[config.mk]
export PLATFORM = sky130hd
export DESIGN_NAME = inst_encoder
export DESIGN_NICKNAME = d
export VERILOG_FILES = /design/src/rtl/enc_pkg.sv /design/src/rtl/inst_pack.sv /design/src/rtl/inst_encoder.sv
export SDC_FILE = /design/constraint.sdc
export NUM_CORES = 1
export LEC_CHECK = 0
export ABC_CLOCK_PERIOD_IN_PS = 15000
export BUFFER_PORTS_ARGS = -buffer_cell sky130_fd_sc_hd__buf_2
export CELL_PAD_IN_SITES_DETAIL_PLACEMENT = 0
export CELL_PAD_IN_SITES_GLOBAL_PLACEMENT = 1
export CORE_MARGIN = 2
export CORE_UTILIZATION = 25
export DETAILED_ROUTE_END_ITERATION = 10
export HOLD_SLACK_MARGIN = 0.15
export PLACE_DENSITY = 0.62
export SLEW_MARGIN = 20
export SYNTH_ARGS = -nofsm -noshare
export SYNTH_HDL_FRONTEND = slang
export SYNTH_SLANG_ARGS = --single-unit
export TNS_END_PERCENT = 100
[constraint.sdc]
create_clock -name clk -period 15 [get_ports clk]
set_clock_uncertainty 0.1 [all_clocks]
set_input_delay 0.75 -clock clk [delete_from_list [all_inputs] [get_ports clk]]
set_output_delay 0.75 -clock clk [all_outputs]
set_load 0.01 [all_outputs]
[src/rtl/enc_pkg.sv]
// Shared types for the RV32I field-to-word encoder: format codes,
// the canonical NOP and the output FIFO entry layout.
package enc_pkg;

   typedef enum logic [2:0] {
      FMT_R    = 3'd0,
      FMT_I    = 3'd1,
      FMT_S    = 3'd2,
      FMT_SB   = 3'd3,
      FMT_U    = 3'd4,
      FMT_UJ   = 3'd5,
      FMT_CSR  = 3'd6,
      FMT_RSVD = 3'd7
   } fmt_e;

   localparam logic [31:0] ENC_NOP = 32'h0000_0013;

   typedef struct packed {
      logic [31:0] inst;
      logic [31:0] addr;
      logic        err;
   } fifo_entry_t;

endpackage

[src/rtl/inst_pack.sv]
// Combinational packer: places decoded fields into an RV32I word and flags
// immediates that do not fit the chosen format (the word is still emitted).
module inst_pack
   import enc_pkg::*;
(
   input  logic [2:0]  fmt,
   input  logic [6:0]  opcode,
   input  logic [4:0]  rd,
   input  logic [4:0]  rs1,
   input  logic [4:0]  rs2,
   input  logic [2:0]  funct3,
   input  logic [6:0]  funct7,
   input  logic [31:0] imm,
   output logic [31:0] inst,
   output logic        err
);

   // An immediate fits N signed bits when all bits above N-1 equal the sign bit.
   logic fits12, fits13, fits21;
   assign fits12 = (&imm[31:11]) | ~(|imm[31:11]);
   assign fits13 = (&imm[31:12]) | ~(|imm[31:12]);
   assign fits21 = (&imm[31:20]) | ~(|imm[31:20]);

   always_comb begin
      inst = ENC_NOP;
      err  = 1'b0;
      case (fmt_e'(fmt))
         FMT_R: inst = {funct7, rs2, rs1, funct3, rd, opcode};
         FMT_I: begin
            inst = {imm[11:0], rs1, funct3, rd, opcode};
            err  = ~fits12;
         end
         FMT_S: begin
            inst = {imm[11:5], rs2, rs1, funct3, imm[4:0], opcode};
            err  = ~fits12;
         end
         FMT_SB: begin
            inst = {imm[12], imm[10:5], rs2, rs1, funct3, imm[4:1], imm[11], opcode};
            err  = ~fits13 | imm[0];
         end
         FMT_U: begin
            inst = {imm[31:12], rd, opcode};
            err  = |imm[11:0];
         end
         FMT_UJ: begin
            inst = {imm[20], imm[10:1], imm[11], imm[19:12], rd, opcode};
            err  = ~fits21 | imm[0];
         end
         FMT_CSR: begin
            inst = {funct7, rs2, imm[4:0], funct3, rd, opcode};
            err  = |imm[31:5];
         end
         default: begin
            inst = ENC_NOP;
            err  = 1'b1;
         end
      endcase
   end

endmodule

[src/rtl/inst_encoder.sv]
// Encoder top: accepts field bundles, packs them, tags each with a running
// address and queues them in a small FIFO; also counts erroneous inputs.
module inst_encoder
   import enc_pkg::*;
#(
   parameter logic [31:0] BASE_ADDR  = 32'h0000_0000,
   parameter int          FIFO_DEPTH = 2,
   parameter int          ERR_CNT_W  = 8
) (
   input  logic                 clk,
   input  logic                 rst,
   input  logic                 in_valid,
   output logic                 in_ready,
   input  logic [2:0]           in_fmt,
   input  logic [6:0]           in_opcode,
   input  logic [4:0]           in_rd,
   input  logic [4:0]           in_rs1,
   input  logic [4:0]           in_rs2,
   input  logic [2:0]           in_funct3,
   input  logic [6:0]           in_funct7,
   input  logic [31:0]          in_imm,
   input  logic                 addr_load,
   input  logic [31:0]          addr_val,
   output logic                 out_valid,
   input  logic                 out_ready,
   output logic [31:0]          out_inst,
   output logic [31:0]          out_addr,
   output logic                 out_err,
   output logic [ERR_CNT_W-1:0] err_cnt
);

   localparam int PTR_W = $clog2(FIFO_DEPTH);

   fifo_entry_t mem [FIFO_DEPTH];
   fifo_entry_t head;
   logic [PTR_W:0] wr_ptr, rd_ptr;
   logic [31:0] addr_cnt, tag;
   logic [31:0] pack_inst;
   logic pack_err, full, empty, push, pop;

   inst_pack u_pack (
      .fmt    (in_fmt),
      .opcode (in_opcode),
      .rd     (in_rd),
      .rs1    (in_rs1),
      .rs2    (in_rs2),
      .funct3 (in_funct3),
      .funct7 (in_funct7),
      .imm    (in_imm),
      .inst   (pack_inst),
      .err    (pack_err)
   );

   // Pointers carry one extra wrap bit so full and empty are distinguishable.
   assign empty = (wr_ptr == rd_ptr);
   assign full  = (wr_ptr[PTR_W] != rd_ptr[PTR_W]) &&
                  (wr_ptr[PTR_W-1:0] == rd_ptr[PTR_W-1:0]);

   assign in_ready  = ~full;
   assign push      = in_valid & ~full;
   assign out_valid = ~empty;
   assign pop       = out_valid & out_ready;
   assign tag       = addr_load ? addr_val : addr_cnt;

   assign head     = mem[rd_ptr[PTR_W-1:0]];
   assign out_inst = out_valid ? head.inst : 32'h0;
   assign out_addr = out_valid ? head.addr : 32'h0;
   assign out_err  = out_valid & head.err;

   always_ff @(posedge clk) begin
      if (rst) begin
         wr_ptr   <= '0;
         rd_ptr   <= '0;
         addr_cnt <= BASE_ADDR;
         err_cnt  <= '0;
      end else begin
         if (push) begin
            mem[wr_ptr[PTR_W-1:0]] <= '{inst: pack_inst, addr: tag, err: pack_err};
            wr_ptr   <= wr_ptr + (PTR_W+1)'(1);
            addr_cnt <= tag + 32'd4;
            if (pack_err && (err_cnt != '1))
               err_cnt <= err_cnt + ERR_CNT_W'(1);
         end else if (addr_load) begin
            addr_cnt <= addr_val;
         end
         if (pop)
            rd_ptr <= rd_ptr + (PTR_W+1)'(1);
      end
   end

endmodule

; ---- Yosys cells after proc, flatten, opt, wreduce, memory -nomap -nowiden
; Memory sizes are Yosys's and may differ from the RTL's. A register that Yosys moved wholly into a read port is not among the register bits.
; Cells that the tools add are included.
[word_totals]
elab_cells = 59
register_bits = 44
n_memories = 1
in_bits = 104
out_inout_bits = 75
ram_bits = 130
[classes]
eq_ne = 10
n_addsub = 4
n_reduce_logical = 13
muxes = 11
bitwise = 16
[memory_table]
columns = name, depth, word_bits, read_ports, rd_ports_with_merged_regs, wr, line_no
row1 = mem, 2, 65, 1, 1, 1, inst_encoder.sv:34  ; fifo_entry_t mem [FIFO_DEPTH];
[op_table]
columns = cell, n
row1 = 32-bit one-hot mux with 7 select lines, 1
row2 = 32-bit two-way mux, 4
row3 = 32-bit by 3-bit adder with 32-bit output (second input constant), 1
row4 = 27-bit OR reduction, 1
row5 = 12-bit OR reduction, 2
row6 = 21-bit AND reduction, 1
row7 = 21-bit OR reduction, 1
row8 = 20-bit AND reduction, 1
row9 = 20-bit OR reduction, 1
row10 = 12-bit AND reduction, 1
row11 = 3-bit equality test (second input constant), 3
row12 = 8-bit by 1-bit adder with 8-bit output (second input constant), 1
row13 = 8-bit != test (second input constant), 1
row14 = 1-bit inverter, 8
row15 = 3-bit by 2-bit equality test with 1-bit output (second input constant), 2
row16 = 1-bit one-hot mux with 6 select lines, 1
row17 = 1-bit two-way mux, 5
row18 = 1-bit OR, 5
row19 = 2-bit by 1-bit adder with 2-bit output (second input constant), 2
row20 = 1-bit bitwise AND, 3
row21 = 3-bit by 1-bit equality test with 1-bit output (second input constant), 1
row22 = 3-bit zero test, 1
row23 = 2-bit equality test, 1
row24 = 1-bit logical AND, 2
row25 = 4 further kinds, 4

; ---- Depth between registers and ports, before layout
; Gate-level depths: netlist of the first run.
[logic_depth]
depth_word = 8
mapped_depth = 12
ltp_nobuf = 9

; ---- By module
; Synthesis of the first run repeated with hierarchy kept, for this count alone.
[unflattened]
hier_cells = 725
area_unflattened_um2 = 8388.0
[by_module_without_submodules]
columns = mod, instances, cells_each, seq_area_each_um2, area_per_inst_um2
row1 = inst_encoder, 1, 588, 4804.6, 7574.8
row2 = inst_pack, 1, 137, 0.0, 813.3

; ---- Least setup slack after synthesis of the first run
; No wires, ideal clock.
[synth_path]
kind = input to register
from = input port rst
to = memory mem[1][0] (netlist name), enable pin
path_slack_ns = 8.575
cell_stages = 2
arrival_time_ns = 5.744
required_ns = 14.318
path_cell_list = clkbuf_1 nor3b_1
[synth_between]
elab_chain_len = 2
[synth_rtl]
columns = element, line_no
row1 = start: declaration, inst_encoder.sv:11  ; input logic rst,
row2 = 1-bit two-way mux, inst_encoder.sv:71  ; if (rst) begin
row3 = 1-bit two-way mux (not written as such), inst_encoder.sv:78  ; mem[wr_ptr[PTR_W-1:0]] <= '{inst: pack_inst, addr: tag, err: pack_err};
row4 = end: declaration, inst_encoder.sv:34
; No other way between the ends.

; ---- Worst setup path after layout of the first run
[layout_path]
from = input port addr_load
to = register addr_cnt[30]
[layout_between]
elab_chain_len = 3
[layout_rtl]
columns = element, line_no
row1 = start: declaration, inst_encoder.sv:22  ; input logic addr_load,
row2 = 32-bit two-way mux, -
row3 = net tag[3], inst_encoder.sv:37  ; logic [31:0] addr_cnt, tag;
row4 = 32-bit by 3-bit adder with 32-bit output, inst_encoder.sv:80  ; addr_cnt <= tag + 32'd4;
row5 = 32-bit two-way mux, inst_encoder.sv:77  ; if (push) begin
row6 = end signal: assignment, inst_encoder.sv:80
row7 = end signal: assignment, inst_encoder.sv:84  ; addr_cnt <= addr_val;
row8 = end: declaration, inst_encoder.sv:37
; The timed path passes the listed nets, and every way through them passes these cells.
; A chain may end at the register's enable or synchronous reset.

==> results of run 1 <==
==> layer usage <==
| layer | up-vias | global-route usage | part of all wire |
|---|---|---|---|
| met4 | 2 | 0.0327 | 0.0086 |
| met2 | 173 | 0.202 | 0.46 |
| met3 | 15 | 0.0384 | 0.063 |
| met5 | - | 0 | 0.00050 |
| met1 | 2870 | 0.166 | 0.47 |
| li1 | 3009 | - | - |
==> flip-flops by register name, summed over array words and instances (netlist names), named ones only <==
register and flops:
err_cnt 8, rd_ptr 2, mem 130, wr_ptr 2
addr_cnt 32
==> worst max-delay path by stage <==
stage	from	to	slack [ps]	depth (start not counted)
after floorplan	rst	mem[1][0]$_DFFE_PP_	8570	2
after global placement	addr_load	addr_cnt[30]$_SDFF_PP0_	11250	8
after detailed placement	addr_load	addr_cnt[30]$_SDFF_PP0_	11160	8
after CTS	addr_load	addr_cnt[30]$_SDFF_PP0_	11610	8
after global routing	addr_load	addr_cnt[30]$_SDFF_PP0_	11330	8
final	addr_load	addr_cnt[30]$_SDFF_PP0_	11650	8
==> cells in the final DEF (no fill, tap or decap), types with 9 or more instances in the layout <==
master and count:
mux2_2 22, o21ai_1 9, dfxtp_1 44, xnor2_1 10
nor2_1 114, or3_1 13, xor2_1 15, nand2_1 34
buf_2 178, nor3_1 9, nand3_1 20, nor2b_1 16
o21ai_0 24, a22o_1 9, inv_1 19, edfxtp_1 130
mux2i_1 80, a21oi_1 35, clkbuf_16 17
==> logic make-up after synthesis <==
logic type,count (synthesis),synth area share
muxes,102,0.126
xor gates and xnor gates,25,0.0263
buffers and inverters,59,0.0284
AOI/OAI and AO/OA,111,0.0832
adders and majority gates,2,0.00300
and+or+nand+nor,262,0.156
DFF,175,0.577
==> power by group <==
part / internal (mW) / leakage (nW) / switching (mW)
combinational: 0.186 / 2.10 / 0.297
sequential: 0.570 / 1.57 / 0.0301
clock: 0.233 / 0.272 / 0.199
total: 0.989 / 3.95 / 0.527
==> cell type report <==
type                       count  area (µm²)
clock buffer                  19         433
tap                          442         553
fill                        3437       22500
clock inverter                13         128
inverter                      20        75.1
timing repair buffer         185         943
sequential                   175        4810
multi-input combinational    502        3310
==> worst register-to-register path: stages, from the launching register on <==
cell and delay, ps:
dfxtp_1 300, nor2b_1 170, a21o_1 180, ha_1 240
inv_1 110, nor4_2 590, nand3_1 300, or3_1 380
a21oi_1 140
==> per-stage QoR <==
stage / utilization / worst slack (ps) / cell area (µm²)
after floorplan: - / 8570 / 8330
after CTS: 0.313 / 11610 / 10200
after global routing: 0.313 / 11330 / 10200
after detailed placement: 0.296 / 11160 / 9690
final: 0.313 / 11650 / 10200
after global placement: 0.296 / 11250 / 9690
==> key figures, run 1 <==
Clock tree
  • PostCTS Resize Cnt: 0
  • Num CTS Buffers: 17
  • CTS hold repair buffers: 0
  • Clk slew on worst S/H paths: about 70 ps
  • Clk sinks: about 180
  • Skew-Pair Late Insertion Delay: about 430 ps
  • Total setup buffers inserted after CTS: 0
  • H-tree levels: 4
  • TritonCTS clock tree: built
  • Bufs on Longest Clock Path: 2
  • Root Buffer: clkbuf_16

STA
  • Slew Limit Fails: 0
  • Period utilization: 0.224
  • Fmax: between 200 and 300 MHz
  • Final min period: 3350 ps
  • Worst-Margin Slew: around 1000 ps
  • Hold slack: between 400 and 500 ps
  • Setup TNS: 0 ps
  • Unrepaired setup endpoints after global routing: no
  • Final setup viols: 0
  • Max-slew headroom: 0.331
  • Hold Vio Cnt, Final: 0

Route
  • Vias per inst: approximately 4.5
  • Initial DRC Count: around 300
  • WL final: roughly 22000 µm
  • Number of remaining DRC errors: 0
  • Pre-Repair DR Iteration Count: 5
  • Via count: 6069
  • Final ANT Viol Nets: 0
  • Routed wire per std cell: about 16 µm

Floorplan
  • # IOs: 179
  • Die Height: approximately 190 µm
  • Die W: approximately 190 µm
  • Core area: approximately 33000 µm²
  • Starting Density: 0.255
  • Rows: between 60 and 70
  • Die ar.: 34800 µm²

Pwr
  • Pwr Density: 148 nW/µm²
  • Total power: roughly 1.5 mW
  • Leakage Power: between 3 and 4 nW
  • Worst vdd ir: roughly 96 µV

Min path
  • Hold Crit Depth: 2
  • Min-Delay Endpoint: err_cnt[6]$_SDFFE_PP0P_
  • Hold_sp: err_cnt[6]$_SDFFE_PP0P_
  • Hold/Removal Path Class: reg2reg

Synth
  • Post-Syn Instances: ~740
  • Main synth FF type: edfxtp_1
  • Yosys warns: 0
  • Most frequent cell after synthesis: edfxtp_1
  • Number of flops mapped to enable cells by yosys: 130
  • Top-area cell type share of the netlist area: 0.469
  • Async SR Flop Fraction: 0
  • Syn nets: 842
  • Syn avg cell area: approximately 11 µm²
  • Netlist cell types: 56
  • Yosys top cell by area: edfxtp_1
  • Most frequent cells after synthesis: edfxtp_1, nor2_1, mux2i_1
  • Synth Cell Area: 8330 µm²
  • Yosys reg bits: 175
  • Seq/Total Area, Yosys: 0.577
  • Synth top area cells: edfxtp_1, dfxtp_1, mux2i_1

Global route
  • Initial antenna violation count: 1
  • Vias in the first global route: about 6000
  • All-layer global routing usage: 0.126
  • Largest net degree at the start of global routing: 67
  • First-pass GRT wire length: about 34000 µm
  • Grt ovf: 0

Worst setup path
  • CP Max Fanout: 48
  • Startpoint Class: input port
  • R2R cell count: 8
  • Critical R2R Capture: addr_cnt[30]$_SDFF_PP0_
  • CP Class: in2reg
  • Worst EP arrival: approximately 3600 ps
  • Reg-to-Reg Start: addr_cnt[2]$_SDFF_PP0_
  • Worst path slowest cell: buf_2
  • Max incr delay on CP: roughly 750 ps
  • Setup crit end kind: flip-flop
  • Worst endpoint required time: between 15000 and 20000 ps
  • CP top delay family: simple AND/OR/NAND/NOR gates
  • Worst path bufs/invs: 2
  • R2R setup slack: about 12000 ps
  • Critical Path, Cell by Cell: buf_2, mux2_2, ha_1, inv_1, nor4_2, nand3_1, or3_1, a21oi_1

Layout
  • Nets@finish: 1007
  • Fin cells: approximately 1400
  • Ant diodes: 0
  • Area Overhead vs Synth: 23.0%
  • Share of layout cells above drive strength 1: 0.277

Flow run
  • Max cap viols: 0

Placement
  • Cells after DPL: between 1000 and 1500
  • Placer Congestion: between 0.8 and 0.9
  • Port buffer count: 178
  • Detail Placement HPWL: around 15000 µm

Run status
  • Status: complete, no violations
No activity file was read; power rests on OpenSTA's default activity.
==> inputs of run 2 (changes only) <==
--- a/config.mk
+++ b/config.mk
@@ -5,7 +5,7 @@
 export SDC_FILE = /design/constraint.sdc
 export NUM_CORES = 1
 export LEC_CHECK = 0
-export ABC_CLOCK_PERIOD_IN_PS = 15000
+export ABC_CLOCK_PERIOD_IN_PS = 3350
 export BUFFER_PORTS_ARGS = -buffer_cell sky130_fd_sc_hd__buf_2
 export CELL_PAD_IN_SITES_DETAIL_PLACEMENT = 0
 export CELL_PAD_IN_SITES_GLOBAL_PLACEMENT = 1
==> constraint.sdc (replaced) <==
create_clock -name clk -period 3.35 [get_ports clk]
set_clock_uncertainty 0.1 [all_clocks]
set_input_delay 0.1675 -clock clk [delete_from_list [all_inputs] [get_ports clk]]
set_output_delay 0.1675 -clock clk [all_outputs]
set_load 0.01 [all_outputs]
==> run 2 against run 1 <==
  * Register-to-register slack lost 12000 ps
  * Cell count rose by 6.3%
  * Worst hold slack got worse by 220 ps
  * Total power grew to 4.6 times the previous value
  * Critical path depth fell by 3
  * Design area rose by 8.9%
  * Combinational power rose to 4.7 times the previous value
  * Critical path type is now reg2out
  * Highest routed layer is now met4
==> key figures, run 2 (same netlist as run 1, synthesis figures left out) <==
Run status
  • Status: complete, no violations (unchanged)

STA
  • Fmax: between 300 and 400 MHz
  • Unrepaired setup endpoints after global routing: no (unchanged)
  • Worst-Margin Slew: 793 ps (was 1000 ps)
  • Max-slew headroom: 0.471 (was 0.331)
  • Period utilization: 0.796
  • Final setup viols: 0 (unchanged)
  • Setup TNS: 0 ps (unchanged)
  • Hold Vio Cnt, Final: 0 (unchanged)
  • Final min period: roughly 2700 ps
  • Slew Limit Fails: 0 (unchanged)

Global route
  • Vias in the first global route: 6487 (was 5928)
  • First-pass GRT wire length: 35800 µm (was 34000 µm)
  • All-layer global routing usage: 0.130 (was 0.126)
  • Grt ovf: 0 (unchanged)
  • Initial antenna violation count: 0 (was 1)
  • Largest net degree at the start of global routing: 41 (was 67)

Floorplan
  • Die ar.: 34800 µm² (unchanged)
  • # IOs: 179 (unchanged)
  • Die W: 187 µm (unchanged)
  • Rows: 66 (unchanged)
  • Die Height: 187 µm (unchanged)
  • Core area: 32700 µm² (unchanged)
  • Starting Density: 0.255 (unchanged)

Worst setup path
  • Worst path bufs/invs: 2 (unchanged)
  • CP top delay family: simple AND/OR/NAND/NOR gates (unchanged)
  • Worst EP arrival: 2400 ps (was 3610 ps)
  • R2R cell count: 6 (was 8)
  • CP Class: reg2out (was in2reg)
  • Critical path depth in cells: 5 (was 8)
  • R2R setup slack: 800 ps (was 12430 ps)
  • Setup crit end kind: output pin (was flip-flop)
  • Worst endpoint required time: 3080 ps (was 15260 ps)
  • Max incr delay on CP: 520 ps (was 750 ps)
  • Startpoint Class: flip-flop (was input port)
  • Critical Path, Cell by Cell: xor2_1, nor2_4, buf_4, nor2_1, buf_2 (was buf_2, mux2_2, ha_1, inv_1, nor4_2, nand3_1, or3_1, a21oi_1)
  • Worst path slowest cell: dfxtp_1 (was buf_2)
  • CP Max Fanout: 26 (was 48)

Route
  • Pre-Repair DR Iteration Count: 4 (was 5)
  • WL met3: 1330 µm (was 1370 µm)
  • Vias per inst: 4.46 (was 4.48)
  • Met2 routed WL: 10900 µm (was 10000 µm)
  • Routed wire per std cell: 15.7 µm (was 16.1 µm)
  • Via count: 6425 (was 6069)
  • Final ANT Viol Nets: 0 (unchanged)
  • WL final: 22600 µm (was 21800 µm)
  • DRT met1 WL: 10100 µm (was 10200 µm)
  • Max Used Layer: met4 (was met5)
  • Number of remaining DRC errors: 0 (unchanged)
  • Initial DRC Count: 292 (was 302)

Clock tree
  • H-tree levels: 4 (unchanged)
  • Bufs on Longest Clock Path: 2 (unchanged)
  • Root Buffer: clkbuf_16 (unchanged)
  • PostCTS Resize Cnt: 0 (unchanged)
  • CTS hold repair buffers: 80 (was 0)
  • Skew-Pair Late Insertion Delay: 430 ps (about the same)
  • Num CTS Buffers: 17 (unchanged)
  • Clk sinks: 175 (unchanged)
  • Clk slew on worst S/H paths: 70 ps (about the same)
  • Total setup buffers inserted after CTS: 0 (unchanged)
  • TritonCTS clock tree: built (unchanged)

Layout
  • Most frequent cells in the layout: buf_2, edfxtp_1, nor2_1 (unchanged)
  • Most common cell after layout, fill and taps aside: buf_2 (unchanged)
  • Area Overhead vs Synth: 33.9% (was 23.0%)
  • Ant diodes: 0 (unchanged)
  • Share of layout cells above drive strength 1: 0.262 (was 0.277)
  • Sequential cell area: 4810 µm² (unchanged)
  • Fin cells: 1442 (was 1356)
  • Fill cells: 3395 (was 3437)
  • Max reg flops: 130 (unchanged)
  • Post-route cell area: 11200 µm² (was 10200 µm²)
  • Multi-input logic area: 3320 µm² (was 3310 µm²)
  • Nets@finish: 1093 (was 1007)

Placement
  • Detail Placement HPWL: 15800 µm (was 15200 µm)
  • Area after DPL: 9760 µm² (was 9690 µm²)
  • Port buffer count: 178 (unchanged)
  • Cells after DPL: 1330 (was 1324)
  • Placer Congestion: 0.846 (was 0.808)

Pwr
  • Pwr Density: 627 nW/µm² (was 148 nW/µm²)
  • Worst vdd ir: 307 µV (was 96.5 µV)
  • Leakage Power: 4.34 nW (was 3.95 nW)

Flow run
  • Max cap viols: 0 (unchanged)

Min path
  • Hold/Removal Path Class: in2reg (was reg2reg)
  • Hold Crit Depth: 3 (was 2)
run 2: final cells by class:
class | count | area share
Timing Repair Buffer | 271 | 0.162
Inverter | 20 | 0.00673
Sequential cell | 175 | 0.431
Tap cell | 442 | 0.0496
Clock buffer | 17 | 0.0381
Clock inverter | 15 | 0.0155
Multi-Input combinational cell | 502 | 0.297
run 2: worst paths after layout:
check                                               end                     from
worst max-delay path                       out_inst[31]   wr_ptr[0]$_SDFFE_PP0P_
worst min register to register  err_cnt[6]$_SDFFE_PP0P_  err_cnt[6]$_SDFFE_PP0P_
worst max register to register  addr_cnt[27]$_SDFF_PP0_   wr_ptr[0]$_SDFFE_PP0P_
worst min-delay path               mem[0][49]$_DFFE_PP_                in_imm[1]
run 2: per-stage QoR:
step / power [mW] / worst slack [ps] / utilization / hold slack [ps]
2_1_floorplan: 4.05 / 90.5 / - / 255
3_3_place_gp: 5.02 / 646 / 0.298 / 357
3_5_place_dp: 5.04 / 638 / 0.298 / 362
4_1_cts: 7.15 / 548 / 0.341 / 158
5_1_grt: 7.44 / 451 / 0.341 / 185
6_report: 6.99 / 684 / 0.341 / 181
run 2: routing by layer:
metal / global-route usage / vias to the layer above
met5: 0 / -
met4: 0.0351 / 0
met3: 0.0363 / 26
met2: 0.223 / 173
met1: 0.161 / 3046
li1: - / 3180
run 2: worst min-delay path, stage by stage:
cell and delay [ps]:
buf_2 140, a21oi_1 130, a21oi_1 90
run 2: where the power goes:
part           total [mW]  internal, mW  leakage, nW  switching, mW
clock                2.00          1.01        0.286          0.989
combinational        2.25         0.937         2.48           1.31
sequential           2.74          2.55         1.57          0.189
